`src/rtl/up_down_count_monitor_pkg.sv`:
```
// Shared widths, FSM state encoding and step-class encoding for the
// up/down count monitor family.
package up_down_count_monitor_pkg;

    localparam int CNT_W = 3;
    localparam int RUN_W = 4;
    localparam logic [RUN_W-1:0] RUN_MAX = 4'd15;
    localparam logic [RUN_W-1:0] RUN_ONE = 4'd1;

    typedef enum logic [2:0] {
        ST_EMPTY     = 3'd0,
        ST_FIRST     = 3'd1,
        ST_LOCK_UP   = 3'd2,
        ST_LOCK_DOWN = 3'd3,
        ST_FAULT     = 3'd4
    } state_t;

    typedef enum logic [1:0] {
        STEP_UP   = 2'd0,
        STEP_DOWN = 2'd1,
        STEP_HOLD = 2'd2,
        STEP_BAD  = 2'd3
    } step_t;

endpackage

```
`src/rtl/up_down_count_monitor_count_step_decoder.sv`:
```
// Classifies one counter step (prev -> q) as UP/DOWN/HOLD/BAD and flags a
// modular wrap. Width comes from the parameter so wider monitors can reuse it.
module count_step_decoder
    import up_down_count_monitor_pkg::*;
#(
    parameter int W = CNT_W
) (
    input  logic [W-1:0] prev,
    input  logic [W-1:0] q,
    output logic [1:0]   step,
    output logic         wrap
);

    logic [W-1:0] delta;

    // delta is taken modulo 2**W, so all-ones means a single step down.
    always_comb begin
        delta = q - prev;
        step  = STEP_BAD;
        if (delta == {{(W-1){1'b0}}, 1'b1})
            step = STEP_UP;
        else if (delta == {W{1'b1}})
            step = STEP_DOWN;
        else if (delta == {W{1'b0}})
            step = STEP_HOLD;
        wrap = ((step == STEP_UP) && (prev == {W{1'b1}})) ||
               ((step == STEP_DOWN) && (prev == {W{1'b0}}));
    end

endmodule

```
`src/rtl/up_down_count_monitor.sv`:
```
// Receive-side checker for a 3-bit up/down counter stream: recovers direction,
// flags wrap/reversal/illegal steps and tracks a saturating run length.
module up_down_count_monitor
    import up_down_count_monitor_pkg::*;
(
    input  logic             clock,
    input  logic             clear,
    input  logic             valid,
    input  logic [CNT_W-1:0] q,
    output logic             mode,
    output logic             locked,
    output logic             wrap,
    output logic             rev,
    output logic             err,
    output logic             err_sticky,
    output logic [RUN_W-1:0] run_len,
    output logic [2:0]       fsm_state
);

    // valid is a one-way strobe with no backpressure: q is consumed on every
    // rising edge where valid=1; edges with valid=0 leave all state untouched.

    state_t           state, state_n;
    logic [CNT_W-1:0] prev;
    logic [1:0]       step;
    logic             step_wrap;
    logic             mode_n, wrap_n, rev_n, err_n, sticky_n;
    logic [RUN_W-1:0] run_n, run_inc;

    count_step_decoder #(.W(CNT_W)) u_dec (
        .prev (prev),
        .q    (q),
        .step (step),
        .wrap (step_wrap)
    );

    assign run_inc   = (run_len == RUN_MAX) ? run_len : run_len + 1'b1;
    assign locked    = (state == ST_LOCK_UP) || (state == ST_LOCK_DOWN);
    assign fsm_state = state;

    always_comb begin
        state_n  = state;
        mode_n   = mode;
        wrap_n   = 1'b0;
        rev_n    = 1'b0;
        err_n    = 1'b0;
        sticky_n = err_sticky;
        run_n    = run_len;
        if (valid) begin
            case (state)
                ST_EMPTY: state_n = ST_FIRST;
                ST_FIRST, ST_LOCK_UP, ST_LOCK_DOWN: begin
                    case (step)
                        STEP_UP: begin
                            state_n = ST_LOCK_UP;
                            mode_n  = 1'b1;
                            wrap_n  = step_wrap;
                            rev_n   = (state == ST_LOCK_DOWN);
                            run_n   = (state == ST_LOCK_UP) ? run_inc : RUN_ONE;
                        end
                        STEP_DOWN: begin
                            state_n = ST_LOCK_DOWN;
                            mode_n  = 1'b0;
                            wrap_n  = step_wrap;
                            rev_n   = (state == ST_LOCK_UP);
                            run_n   = (state == ST_LOCK_DOWN) ? run_inc : RUN_ONE;
                        end
                        STEP_HOLD: begin
                        end
                        default: begin
                            state_n  = ST_FAULT;
                            err_n    = 1'b1;
                            sticky_n = 1'b1;
                            run_n    = '0;
                        end
                    endcase
                end
                // Resync: the sample leaving FAULT only re-primes prev.
                ST_FAULT: begin
                    state_n = ST_FIRST;
                    run_n   = '0;
                end
                default: state_n = ST_EMPTY;
            endcase
        end
    end

    always_ff @(posedge clock or negedge clear) begin
        if (!clear) begin
            state      <= ST_EMPTY;
            prev       <= '0;
            mode       <= 1'b0;
            wrap       <= 1'b0;
            rev        <= 1'b0;
            err        <= 1'b0;
            err_sticky <= 1'b0;
            run_len    <= '0;
        end else begin
            state      <= state_n;
            mode       <= mode_n;
            wrap       <= wrap_n;
            rev        <= rev_n;
            err        <= err_n;
            err_sticky <= sticky_n;
            run_len    <= run_n;
            if (valid)
                prev <= q;
        end
    end

endmodule

```
`config.mk`:
```
export PLATFORM = sky130hd
export DESIGN_NAME = up_down_count_monitor
export DESIGN_NICKNAME = d
export VERILOG_FILES = /design/src/rtl/up_down_count_monitor_pkg.sv /design/src/rtl/up_down_count_monitor_count_step_decoder.sv /design/src/rtl/up_down_count_monitor.sv
export SDC_FILE = /design/constraint.sdc
export NUM_CORES = 1
export LEC_CHECK = 0
export CELL_PAD_IN_SITES_DETAIL_PLACEMENT = 0
export CELL_PAD_IN_SITES_GLOBAL_PLACEMENT = 2
export CORE_UTILIZATION = 27
export DETAILED_ROUTE_END_ITERATION = 10
export PLACE_DENSITY_LB_ADDON = 0.1
export RECOVER_POWER = 25
export SLEW_MARGIN = 10
export SYNTH_ARGS = -nofsm -noshare
export SYNTH_HDL_FRONTEND = slang
export SYNTH_HIERARCHICAL = 1
export SYNTH_SLANG_ARGS = --single-unit
```
`constraint.sdc`:
```
create_clock -name clock -period 2.4 [get_ports clock]
set_input_delay 0.24 -clock clock [delete_from_list [all_inputs] [get_ports clock]]
set_output_delay 0.24 -clock clock [all_outputs]
set_load 0.005 [all_outputs]
```
==> flow_metrics.tcl <==
set metrics [dict create \
    cp.arrival_ps 2540 \
    reg2regPathDepth 9 \
    required_ps 2590 \
    synth.avg_cell_area_um2 10.5 \
    violations "design-rule violations" \
    final_util_pct 42.7 \
    crit_top_cell "a21o_1" \
    wl_per_cell_um 12.7 \
    grt_max_degree 16 \
    via_count 736 \
    cpPeakStageDelay_ps 390 \
    initial_core_util_pct 29.2 \
    routed_wl_um 1850 \
    area_delta_synth_final_pct 46.2 \
    relSlewSlack_pct 51.0 \
    cp_num_buf_inv 0 \
    post_synth_inst_count 79 \
    postCtsHoldBufs 0 \
    worst_pin_slew_ps 733 \
    leakage_uw 0.000559 \
    drtIter0Drc 26 \
    ys_warn_count 6 \
    cts_htree_levels 1 \
    synth_edf_count 0 \
    clk_pin_slew_worst_paths_ps 100 \
    cts_root_buffer "clkbuf_4" \
    num_antenna_cells 0 \
    fp-row-count 19 \
    cts_tree "built" \
    syn-num-nets 88 \
    dp_slack_ps -389 \
    regArea_um2 375 \
    dr.pass1.iters 7 \
    drt-vias-per-instance 5.04 \
    p_per_area_nw_per_um2 809 \
    synth_cell_types 37 \
    gp_congestion 0.738 \
    grt_pass1_vias 675 \
    cp_top_family "compound AO/OA/AOI/OAI gates" \
    final-setup-viol-count 0 \
    yosysMostFrequentCell "dfrtp_1" \
    status "finished with violations" \
    dp_hpwl_um 1340 \
    ir_worst_vdd_mv 0.409 \
    globalRoute.totalOverflow 0 \
    maxClockFrequency_ghz 0.425 \
    setup_slack_ps 45.1 \
    nets 125 \
    ys_ff_latch 15 \
    skew_ps 5.43 \
    async_flop_share_pct 100 \
    min_delay_path_depth 2 \
    cts_buffers 3 \
    port_buffers 18 \
    ys.flop_type "dfrtp_1" \
    path_cells "ha_2 > fa_2 > xnor3_1 > or2_0 > a21o_1 > nor2b_4 > o31a_1 > a21o_1 > a22o_1" \
    die_w_um 57.3 \
    finalPower_uw 977 \
    drtAntennaViolNets 0 \
    track_usage_pct 12.8 \
    timing.rr.end "run_len[0]" \
    dieHeight_um 57.3 \
    core_area_um2 2830 \
    rsz0062_at_grt "true" \
    multi_input_area_um2 444 \
    reg2reg_from "prev[0]" \
    netlist_top_cells_area "dfrtp_1 (45%), mux2_2 (4.1%), a21o_1 (3.6%)" \
    rrSetupSlack_ps 50 \
    die_area_um2 3280 \
    synthTopCellsByCount "dfrtp_1 (15), inv_1 (6), o21ai_0 (5)" \
    drc 2 \
    period_share_pct 98.1 \
    worstHoldPathType "primary input to flip-flop" \
    startpoint_type "flip-flop" \
    hp-start "q[0]" \
    clk_latency_ps 290 \
    seq_area_frac_synth_pct 45.5 \
    max_cap_viol_count 0 \
    grt_pass1_wl_um 3150 \
    fillers 280 \
    crit_fanout 3 \
    cp-end-kind "flip-flop" \
    crit_type "flip-flop to flip-flop" \
    synth.cell_area_um2 826 \
    crit_path_top_delay_cell "dfrtp_1" \
    cts_buffer_depth 2 \
    io_pins 19 \
    min_to "prev[0]" \
    drv_slew 0 \
    cts_sinks 15 \
    hold_viol 0 \
    period_minus_slack_ps 2350 \
    antenna_found_initial 0 \
    synth_top_area_cell "dfrtp_1" \
    drive_gt1_share_pct 29.6 \
    synth_top_area_share_pct 45.5 \
]
timing repair:
item	in CTS	in global routing
endpoints found under the setup margin	4	7
pin swaps	1	2
buffers inserted	2	2
gates cloned	0	0
resized for setup	0	4
final cells by class:
class                   count  area share [%]
inverters                   7            2.18
multi-input cells          56            36.8
clock inverters             1           0.415
flip-flops and latches     15            31.1
repair buffers             33            24.5
well taps                  31            3.21
clock buffers               3            1.87
stage by stage:
| stage | area, µm² | cells | hold WS, ps | TNS, ps |
|---|---|---|---|---|
| 6_report | 1210 | 146 | 229 | 0 |
| 5_1_grt | 1210 | 146 | 232 | -30.5 |
| 4_1_cts | 1180 | 144 | 406 | -20.5 |
| 3_5_place_dp | 1130 | 138 | 457 | -3090 |
| 3_3_place_gp | 1130 | 138 | 451 | -3010 |
| 2_1_floorplan | 841 | 79 | -55.6 | -8.60 |
kinds of logic (layout without fill, tap and decap cells):
logic type | after synthesis | count (layout) | share of synthesized area [%]
muxes | 5 | 5 | 6.51
xor gates and xnor gates | 2 | 2 | 3.79
DFF | 15 | 15 | 45.5
buffers and inverters | 8 | 44 | 4.09
and+or+nand+nor | 25 | 25 | 18.3
adders and majority gates | 3 | 3 | 5.45
AOI/OAI and AO/OA | 21 | 21 | 16.4
report_power, final:
group          internal, µW  switching, µW
combinational           276            182
clock                  61.9           90.0
sequential              300           66.1
total                   638            339
placed cells by master, fill, tap and decap left out, drive strengths merged, types with 2 or more instances in the layout:
cell type,instances
inv,7
buf,15
clkbuf,3
and3,2
or2,2
a21oi,3
dfrtp,15
nand3,3
nor2,5
ha,2
mux2i,2
o21ai,7
nand2b,2
a21o,4
mux2,3
nand2,2
nor4,3
clkdlybuf4s50,16
state kept, by name (all words and copies together) (netlist names):
signal,flops
prev,3
wrap,1
fsm_state,3
mode,1
rev,1
err,1
run_len,4
err_sticky,1
how the worst max path moves through the flow:
stage / start / endpoint / slack [ps] / depth (start not counted)
after CTS: q[0] / run_len[0] / -20 / 12
after global routing: prev[0] / run_len[0] / -30 / 10
after global placement: q[0] / run_len[0] / -360 / 11
after floorplan: prev[0] / run_len[0] / -9 / 9
after detailed placement: q[0] / run_len[0] / -390 / 11
final: prev[0] / run_len[0] / 50 / 9
routing by layer:
layer	wire length (µm)	up-vias	share of wire, %	global-route usage (%)
li1	-	362	-	-
met1	923	350	50	17.6
met2	815	22	44	19.0
met3	98	2	5.3	3.40
met4	15	0	0.81	5.23
met5	0	-	0	0
No activity file was read; power rests on OpenSTA's default activity.
==> variant, RTL diff (same settings) <==
Change the package constant `CNT_W` from 3 to 6.
--- a/src/rtl/up_down_count_monitor_pkg.sv
+++ b/src/rtl/up_down_count_monitor_pkg.sv
@@ -2,7 +2,7 @@
 // up/down count monitor family.
 package up_down_count_monitor_pkg;
 
-    localparam int CNT_W = 3;
+    localparam int CNT_W = 6;
     localparam int RUN_W = 4;
     localparam logic [RUN_W-1:0] RUN_MAX = 4'd15;
     localparam logic [RUN_W-1:0] RUN_ONE = 4'd1;
Interface: changed (resized q); port bits go from 19 to 22. No check against the original RTL was run, so the function may have changed too.
==> variant against the original RTL <==
The flow finishes with violations (setup timing); sequential cell count is 3 higher; design area is 56% higher; maximum frequency is 11% lower; critical endpoint unchanged; highest routed layer unchanged; cell count is 49% higher; power is 16% higher; worst setup slack worse by 290 ps; combinational power is 8.7% higher; clock power is 61% higher; area after synthesis is 42% higher; wire length is 56% higher; non-clock buffer count is 16 higher; via count is 43% higher; hold slack better by 150 ps; largest power group unchanged.
==> variant: results (changes against the original RTL) <==
Routing
  – Via count: 1056 (was 736)
  – Sum of routed wire length over all layers: 2.90 mm (was 1.85 mm)
  – First-pass DRT Iterations: 4 (was 7)

Timing
  – Final Skew: 0.498 ps (was 5.43 ps)
  – Post-route setup TNS: -1070 ps (was 0 ps)
  – Worst Setup Slack, final: -243 ps (was 45.1 ps)
  – Pin slew with the least headroom to its limit: 1010 ps (was 733 ps)
  – Finish-stage setup viols: 9 (was 0)

Clock network
  – Worst-Skew Late Latency: 250 ps (was 290 ps)
  – Setup bufs post-CTS: 5 (was 2)
  – Resized cells post-CTS: 29 (was 0)

Cells and area
  – NumNets Final: 185 (was 125)
  – Fillers: 410 (was 280)
  – Register bank with the most flops: prev (was run_len)
  – Number of flip-flops under the largest register name: 6 (was 4)

Placed design
  – Instance count after placement with tap cells included: 207 (was 138)
  – Estimated wirelength of the detail-placed design: 2.25 mm (was 1.34 mm)
  – Post-placement cell area: 1620 um2 (was 1130 um2)
  – GPL Wtd Cong: 0.749 (was 0.738)
  – Count of port buffers added during placement: 21 (was 18)

Yosys
  – Seq/Total Area, Yosys: 38.5% (was 45.5%)
  – Commonest cells in the netlist: 18 x sky130_fd_sc_hd__dfrtp_1, 10 x sky130_fd_sc_hd__inv_1, 7 x sky130_fd_sc_hd__mux2_2 (was 15 x sky130_fd_sc_hd__dfrtp_1, 6 x sky130_fd_sc_hd__inv_1, 5 x sky130_fd_sc_hd__o21ai_0)
  – Syn Nets: 132 (was 88)
  – Cell variety after synth: 46 (was 37)
  – Largest cells by area after synthesis: sky130_fd_sc_hd__dfrtp_1 39%, sky130_fd_sc_hd__mux2_2 6.7%, sky130_fd_sc_hd__ha_1 6.4%, sky130_fd_sc_hd__inv_1 3.2%, sky130_fd_sc_hd__o21ai_0 2.6% (was sky130_fd_sc_hd__dfrtp_1 45%, sky130_fd_sc_hd__mux2_2 4.1%, sky130_fd_sc_hd__a21o_1 3.6%, sky130_fd_sc_hd__ha_1 3.0%, sky130_fd_sc_hd__o21ai_0 3.0%)

Pwr
  – P_leak: 0.841 nW (was 0.559 nW)
  – Maximum ir drop on the vdd rail: 327 uV (was 409 uV)
  – Pint: 0.762 mW (was 0.638 mW)

Status
  – Run status: finished with violations (unchanged)
  – Violations in the final reports: setup timing (was DRC)

Setup path
  – Data arrival, critical path: 2780 ps (was 2540 ps)
  – Maximum net fanout on the critical path: 4 (was 3)

Global routing
  – Global-route wire length before repair: 5.00 mm (was 3.15 mm)
==> variant: path summary, 6_finish.rpt <==
kind / start / endpoint / slack [ps] / cells after the start
worst max-delay path: prev[0]$_DFFE_PN0P_ / run_len[0]$_DFFE_PN0P_ / -240 / 12
min in group asynchronous: clear / run_len[3]$_DFFE_PN0P_ / 670 / 2
worst min-delay path: q[0] / prev[0]$_DFFE_PN0P_ / 380 / 2
worst max register to register: prev[0]$_DFFE_PN0P_ / run_len[0]$_DFFE_PN0P_ / -240 / 12
worst min register to register: err_sticky$_DFFE_PN0P_ / err_sticky$_DFFE_PN0P_ / 510 / 1
max in group asynchronous: clear / prev[1]$_DFFE_PN0P_ / 1130 / 2
==> variant: area by class of cell <==
cell class,instances,area (um2),share of cell area [%]
clock buffer,4,55.1,2.92
sequential,18,450,23.9
tap,50,62.6,3.32
multi-input combinational,87,857,45.4
inverter,10,37.5,1.99
timing repair buffer,49,424,22.5
==> variant: layer usage <==
metal,track usage [%],wire (um),vias to the layer above
li1,-,-,530
met1,18.2,1320,505
met2,25.2,1470,19
met3,3.55,86,2
met4,4.69,21,0
met5,0,0,-
==> variant: kinds of logic (layout without fill, tap and decap cells) <==
family	count (synthesis)	count (layout)	share of synthesized area, %
buffers and inverters	11	63	3.64
flip-flops	18	18	38.5
XOR/XNOR	5	5	3.75
multiplexers	8	8	7.60
adder cells (fa/ha/maj)	7	7	8.14
AO/OA/AOI/OAI	28	28	16.9
AND/OR/NAND/NOR	39	39	21.4
==> variant: power groups by stage <==
stage	Sequential (mW)	Combinational (mW)	Clock, mW
finish	0.388	0.499	0.244
global route	0.395	0.545	0.269
CTS	0.388	0.485	0.259
detailed placement	0.390	0.408	0
global placement	0.387	0.403	0
floorplan	0.385	0.209	0
